File: config.mk
export PLATFORM = sky130hd
export DESIGN_NAME = btn_arbiter
export DESIGN_NICKNAME = d
export VERILOG_FILES = /design/src/rtl/btn_arbiter_pkg.sv /design/src/rtl/btn_arbiter_edge.sv /design/src/rtl/btn_arbiter.sv
export SDC_FILE = /design/constraint.sdc
export NUM_CORES = 1
export LEC_CHECK = 0
export ABC_AREA = 1
export BUFFER_PORTS_ARGS = -buffer_cell sky130_fd_sc_hd__buf_2
export CORE_MARGIN = 2
export CORE_UTILIZATION = 48
export CTS_CLUSTER_SIZE = 14
export DETAILED_ROUTE_END_ITERATION = 8
export PLACE_DENSITY = 0.79
export SYNTH_ARGS = -nofsm -noshare
export SYNTH_HDL_FRONTEND = slang
export SYNTH_SLANG_ARGS = --single-unit
File: constraint.sdc
create_clock -name clk -period 5.4 [get_ports clk]
set_clock_uncertainty 0.15 [all_clocks]
set_input_delay 0.81 -clock clk [delete_from_list [all_inputs] [get_ports clk]]
set_output_delay 0.81 -clock clk [all_outputs]
set_load 0.02 [all_outputs]
File: src/rtl/btn_arbiter_pkg.sv
// Shared FSM encoding and the round-robin search used by btn_arbiter.
// Latency: n/a (types and a pure combinational function).
// Backpressure: n/a.
package btn_arbiter_pkg;

  typedef logic [0:0] state_t;
  localparam state_t ST_IDLE  = 1'b0;
  localparam state_t ST_OFFER = 1'b1;

  // First set bit of req at or after start, wrapping at n (n <= 32).
  // Returns start when req has no bit set below n.
  function automatic logic [31:0] rr_search(input logic [31:0] req,
                                            input logic [31:0] start,
                                            input logic [31:0] n);
    logic [31:0] idx;
    logic        found;
    rr_search = start;
    found     = 1'b0;
    for (int unsigned k = 0; k < 32; k++) begin
      if ((k < n) && !found) begin
        idx = start + k;
        if (idx >= n) idx = idx - n;
        if (((req >> idx) & 32'd1) != 32'd0) begin
          rr_search = idx;
          found     = 1'b1;
        end
      end
    end
  endfunction

endpackage

File: src/rtl/btn_arbiter_edge.sv
// Single-channel rising-edge detector; previous-level register resets high.
// Latency: rise is combinational from d against the previous-cycle level.
// Backpressure: none; a level held through reset never produces a rise.
module edge_pulse (
  input  logic clk,
  input  logic rst_n,
  input  logic d,
  output logic rise
);

  logic q;

  // Remember last cycle's level; reset high so held buttons are ignored.
  always_ff @(posedge clk or negedge rst_n) begin
    if (!rst_n) q <= 1'b1;
    else        q <= d;
  end

  assign rise = d & ~q;

endmodule

File: src/rtl/btn_arbiter.sv
// Round-robin scheduler of N button channels onto one valid/ready command port.
// Latency: press to pending 1 cycle, pending to offer 1 more; one command per 2 cycles.
// Backpressure: out_id held while out_ready low; repeat presses merge and pulse overrun.
module btn_arbiter
  import btn_arbiter_pkg::*;
#(
  parameter int N    = 4,
  parameter int ID_W = $clog2(N)
) (
  input  logic            clk,
  input  logic            rst_n,
  input  logic [N-1:0]    btn,
  output logic            out_valid,
  output logic [ID_W-1:0] out_id,
  input  logic            out_ready,
  output logic [N-1:0]    pending,
  output logic [N-1:0]    overrun
);

  logic [N-1:0]    rise;
  logic [N-1:0]    acc_vec;
  logic [N-1:0]    pend_nxt;
  logic [N-1:0]    ov_nxt;
  logic [ID_W-1:0] ptr;
  logic            acc;
  state_t          state;

  genvar g;
  generate
    for (g = 0; g < N; g++) begin : g_edge
      edge_pulse u_edge (
        .clk  (clk),
        .rst_n(rst_n),
        .d    (btn[g]),
        .rise (rise[g])
      );
    end
  endgenerate

  assign out_valid = (state == ST_OFFER);
  assign acc       = out_valid & out_ready;

  // Per-channel request update: a fresh press always leaves the bit set,
  // an accept without a press clears it, a press on a waiting bit is an overrun.
  always_comb begin
    acc_vec  = '0;
    pend_nxt = '0;
    ov_nxt   = '0;
    for (int i = 0; i < N; i++) begin
      acc_vec[i]  = acc && (out_id == ID_W'(i));
      pend_nxt[i] = rise[i] | (pending[i] & ~acc_vec[i]);
      ov_nxt[i]   = rise[i] & pending[i] & ~acc_vec[i];
    end
  end

  // Pending requests and the one-cycle overrun pulse.
  always_ff @(posedge clk or negedge rst_n) begin
    if (!rst_n) begin
      pending <= '0;
      overrun <= '0;
    end else begin
      pending <= pend_nxt;
      overrun <= ov_nxt;
    end
  end

  // Offer FSM: pick from registered pending only, advance ptr past the accepted id.
  always_ff @(posedge clk or negedge rst_n) begin
    if (!rst_n) begin
      state  <= ST_IDLE;
      out_id <= '0;
      ptr    <= '0;
    end else begin
      case (state)
        ST_IDLE: begin
          if (|pending) begin
            state  <= ST_OFFER;
            out_id <= ID_W'(rr_search(32'(pending), 32'(ptr), 32'(N)));
          end
        end
        ST_OFFER: begin
          if (out_ready) begin
            state <= ST_IDLE;
            ptr   <= (out_id == ID_W'(N - 1)) ? '0 : out_id + 1'b1;
          end
        end
        default: state <= ST_IDLE;
      endcase
    end
  end

endmodule
## After elaboration in Yosys (flattened, before gate mapping)

Cells that the tools add are included.

- Add/subtract/negate cells: 8
- $lt $le $gt $ge: 4
- Equality and inequality tests: 3
- Shift operators: 4
- Muxes and demuxes: 37
- Bitwise gates (word level): 30
- Reductions and logical operators: 8

Operators with widths:

| cell | number |
|---|---|
| $mux W32 | 15 |
| $shr A4 B32 Y1 | 4 |
| $and A1 B1 Y1 | 17 |
| $mux W2 | 8 |
| $mux W1 | 13 |
| $sub A3 B3 Y4 const B | 3 |
| $ge A3 B3 Y1 const B | 3 |
| $not A1 Y1 | 9 |
| $add A2 B2 Y3 const B | 2 |
| $eq A2 B2 Y1 const B | 2 |
| $logic_and A1 B1 Y1 | 4 |
| $or A1 B1 Y1 | 4 |
| $reduce_and A2 Y1 | 2 |
| $reduce_or A4 Y1 | 1 |
| $sub A2 B3 Y4 const B | 1 |
| $add A2 B1 Y3 const B | 1 |
| $ge A2 B3 Y1 const B | 1 |
| $add A2 B1 Y2 const B | 1 |
| $eq A2 B1 Y1 const B | 1 |
| $logic_not A2 Y1 | 1 |
| $pmux W1 S2 | 1 |

- Register bits after elaboration: 17
- Input bits: 7
- Output and inout bits: 11
- Word-level logic and storage cells: 103

## Depth between registers and ports, before layout

- Word-level depth: 30
- Depth in mapped cells: 12

## Cells and area by module

Synthesis repeated with hierarchy kept, for this count alone.

- Cell total of the unflattened synthesis: 135
- Area, all modules: 1034.7 um2

By module, submodules not included:

| module | times used | cells each | area an instance (um2) |
|---|---|---|---|
| btn_arbiter | 1 | 123 | 889.6 |
| edge_pulse | 4 | 3 | 36.3 |

## Worst setup path before layout

OpenSTA, ideal clock, no wires.

- Path kind: register -> register
- Start: register ptr[0]
- End: register out_id[0]
- Arrival time: 1.563 ns
- Required time: 5.133 ns
- Slack: 3.570 ns
- Stages on the path, launching flop included: 13
- Buffers on the path: 0
- Period minus slack after synthesis: 1.830 ns
- Path through: dfrtp_1 -> inv_2 -> ha_1 -> inv_1 -> nand3_2 -> nand3_1 -> nand2_2 -> inv_2 -> nand2_2 -> nand2_1 -> nand2_1 -> nand3_1 -> nand2_1

- Word-level cells in the longest chain between the ends: 15
- Elaborated cells on any way between the ends: 48
- Those cells by class: add/sub (7); order compare (4); shift (4); mux (33)

Ends and longest elaborated chain:

| element | line | RTL |
|---|---|---|
| from (decl) | btn_arbiter.sv:24 | `logic [ID_W-1:0] ptr;` |
| from (signal assigned) | btn_arbiter.sv:84 | `ptr <= (out_id == ID_W'(N - 1)) ? '0 : out_id + 1'b1;` |
| $add A2 B1 Y3, or another cell as far along | btn_arbiter_pkg.sv:21 | `idx = start + k;` |
| $sub A3 B3 Y4, or another cell as far along | btn_arbiter_pkg.sv:22 | `if (idx >= n) idx = idx - n;` |
| $mux W32 (on tied branches) | btn_arbiter_pkg.sv:22, btn_arbiter.sv:76 |  |
| $mux W32 (on tied branches) | btn_arbiter_pkg.sv:20, btn_arbiter.sv:74 |  |
| $mux W32 / $shr A4 B32 Y1 (equally long branches) | btn_arbiter.sv:76, btn_arbiter_pkg.sv:23 |  |
| $mux W32 / $mux W1 (equally long branches) | btn_arbiter.sv:74, btn_arbiter_pkg.sv:23 |  |
| $shr A4 B32 Y1 / $mux W1 (equally long branches) | btn_arbiter_pkg.sv:23, btn_arbiter.sv:76 |  |
| $mux W1 (on tied branches) | btn_arbiter_pkg.sv:23, btn_arbiter.sv:74 |  |
| $mux W1 | btn_arbiter_pkg.sv:20 | `if ((k < n) && !found) begin` |
| $mux W1 | btn_arbiter.sv:76 | `if (\|pending) begin` |
| $mux W1 | btn_arbiter.sv:74 | `case (state)` |
| $mux W1 | btn_arbiter_pkg.sv:20 |  |
| $mux W1 | btn_arbiter.sv:76 |  |
| $mux W1 | btn_arbiter.sv:74 |  |
| $mux W2 * | btn_arbiter_pkg.sv:20 |  |
| to (signal assigned) | btn_arbiter.sv:78 | `out_id <= ID_W'(rr_search(32'(pending), 32'(ptr), 32'(N)));` |
| to (decl) | btn_arbiter.sv:14 | `output logic [ID_W-1:0] out_id,` |

Mark *: on every way between the ends. The rest lies on a longest branch, timed or not. The select of a mux whose other input is x is not followed.
A chain may end at the register's enable or synchronous reset.

## Worst setup path in the final report

Ends and elaborated chain as after synthesis.

==> run metrics <==
Setup crit start kind=flip-flop; Die Wd=49.4 um; Placed Area=1110 sq um; Setup TNS Final=0 ns; Pre-antenna DRT Iters=3; Slew headroom=75.6%; Ys Warns=0; DIE HEIGHT=49.4 um; final WL=1.74 mm; Leak Pwr=0.632 nW; # hold bufs at CTS=0; total grt overflow=0; CTS tree=yes; syn nets=133; Final #Nets=155; Worst EP required=5.44 ns; WS Path Type=flip-flop to flip-flop; R2R Path Start=ptr[0]; via total after detailed routing=797; ys flop type=dfrtp_1; Final Hold Viols=0; DP Worst Slack=3.37 ns; DP HPWL=1.38 mm; dpl cells=161; Final Slew Violations=0; hold_ws=0.263 ns; clk buf depth=2; worst hold path class=input pin to async pin; CP max FO=9; RSZ-0062 raised after global routing=no; Seq/Total Area, Yosys=43.6%; vias in the first global route=777; gr usage total=16.9%; max-cap violations=0; number of synthesized register bits=17; final setup margin=3.35 ns; VDD IR-drop max=0.000286 V; Netlist cell types=18; ys async rst share=100%; I/O pin count=18; die area=2440 sq um; PwrDens=557 nW/um^2; DRT antenna net count=0; share of layout cells above drive strength 1=29.7%; Worst Max-Slew Pin Slew=0.366 ns; Routed wire per std cell=10.5 um; Worst-path clk slew=0.09 ns; area delta synth->final=14.8%; EDFF count, synth=0; clock sink count=17; critical path arrival=2.09 ns; Reg2Reg Depth=12; Site Rows=16; H-tree Lvls=1; outcome=finished clean; final non-filler cell total=165; first-pass GRT wire length=3.14 mm; Yosys top cell area share=33.0%; Clock Latency Late Sink=0.29 ns; Syn Area/Cell=8.44 sq um; top cell type by total area after synthesis=dfrtp_1; Synth top cells by count=nand2_1 (30), inv_1 (17), dfrtp_1 (13); fmax=0.487 GHz; CORE AREA=1940 sq um; fin crit share=38.0%; CTS Buf Count=3; # port buffers=17; Vias/cell=4.83; largest net degree at the start of global routing=18; # diodes=0; dominant cells by area after synthesis=dfrtp_1 (33%), ha_1 (11%), nand2_1 (11%); cell count after synthesis=117; Placer Congestion=0.796; R2R setup slack=3.35 ns; initial antenna violation count=0; cts repair resizes=0; CP Capture Type=flip-flop; final setup fails=0; initial core utilization=50.8%; Setup Fix Bufs, Post-CTS=0; Reg-to-Reg End=out_id[0]; most common cell in the netlist=nand2_1; post-route design area=1130 sq um; remaining routing DRC violations=0; clk root buf=clkbuf_4; post-layout min period=2.05 ns; First DRT Iteration DRCs=5; Cell Area, Synth=987 sq um
==> logic make-up after synthesis <==
logic type	after synthesis	share of synthesized area (%)
simple gates	63	33.2
flops	17	43.6
fa+ha+maj	9	11.4
buf+inv	19	7.22
compound gates	9	4.56
==> power by group <==
part           switching, mW  total (mW)  internal (mW)
combinational          0.233       0.359          0.127
clock                 0.0385      0.0661         0.0276
sequential            0.0470       0.206          0.159
total                  0.318       0.631          0.313
==> routing by layer <==
layer / share of wire, % / global-route usage, % / vias up
met3: 2.0 / 1.84 / 7
met5: 0 / 0 / -
met2: 48 / 27.5 / 13
met4: 3.5 / 13.8 / 0
li1: - / - / 409
met1: 46 / 20.0 / 368
==> critical path, stage by stage, from the launching register on <==
cell and delay, ns:
dfrtp_1 0.52, inv_2 0.16, ha_1 0.40, inv_1 0.11
nand3_2 0.10, nand3_1 0.11, nand2_2 0.05, inv_2 0.07
nand2_2 0.05, nand2_1 0.05, nand2_1 0.04, nand3_1 0.07
nand2_1 0.05
==> cells in the final DEF, fill, tap and decap left out, drive strengths merged <==
cell type   n
ha          9
clkinv      1
nor2        3
nor3        4
nor4        1
dfrtp      13
nand4       2
a21oi       1
clkbuf      3
o21ai       8
nand3      13
buf        17
nand2      40
inv        19
dfstp       4
==> state kept, by name, summed over array words and instances (netlist names) <==
name             cells
ptr                  2
out_id               2
overrun              4
out_valid            1
pending              4
g_edge.u_edge.q      4
==> area by class of cell <==
| class | count | area (sq um) |
|---|---|---|
| multi-input combinational | 81 | 485 |
| fill | 188 | 808 |
| inverter | 19 | 71.3 |
| clock inverter | 1 | 5.00 |
| clock buffer | 3 | 22.5 |
| timing repair buffer | 17 | 85.1 |
| tap | 27 | 33.8 |
| sequential | 17 | 430 |
==> metrics by stage <==
stage	power (mW)	utilization [%]
2_1_floorplan	0.486	-
3_3_place_gp	0.564	57.0
3_5_place_dp	0.568	57.0
4_1_cts	0.638	58.4
5_1_grt	0.692	58.4
6_report	0.631	58.4
==> worst max-delay path by stage <==
stage	start	to
after global routing	ptr[0]	out_id[0]
after global placement	ptr[0]	out_id[0]
after detailed placement	ptr[0]	out_id[0]
final	ptr[0]	out_id[0]
after floorplan	ptr[0]	out_id[0]
after CTS	ptr[0]	out_id[0]
Power figures use the tool's default switching activity.
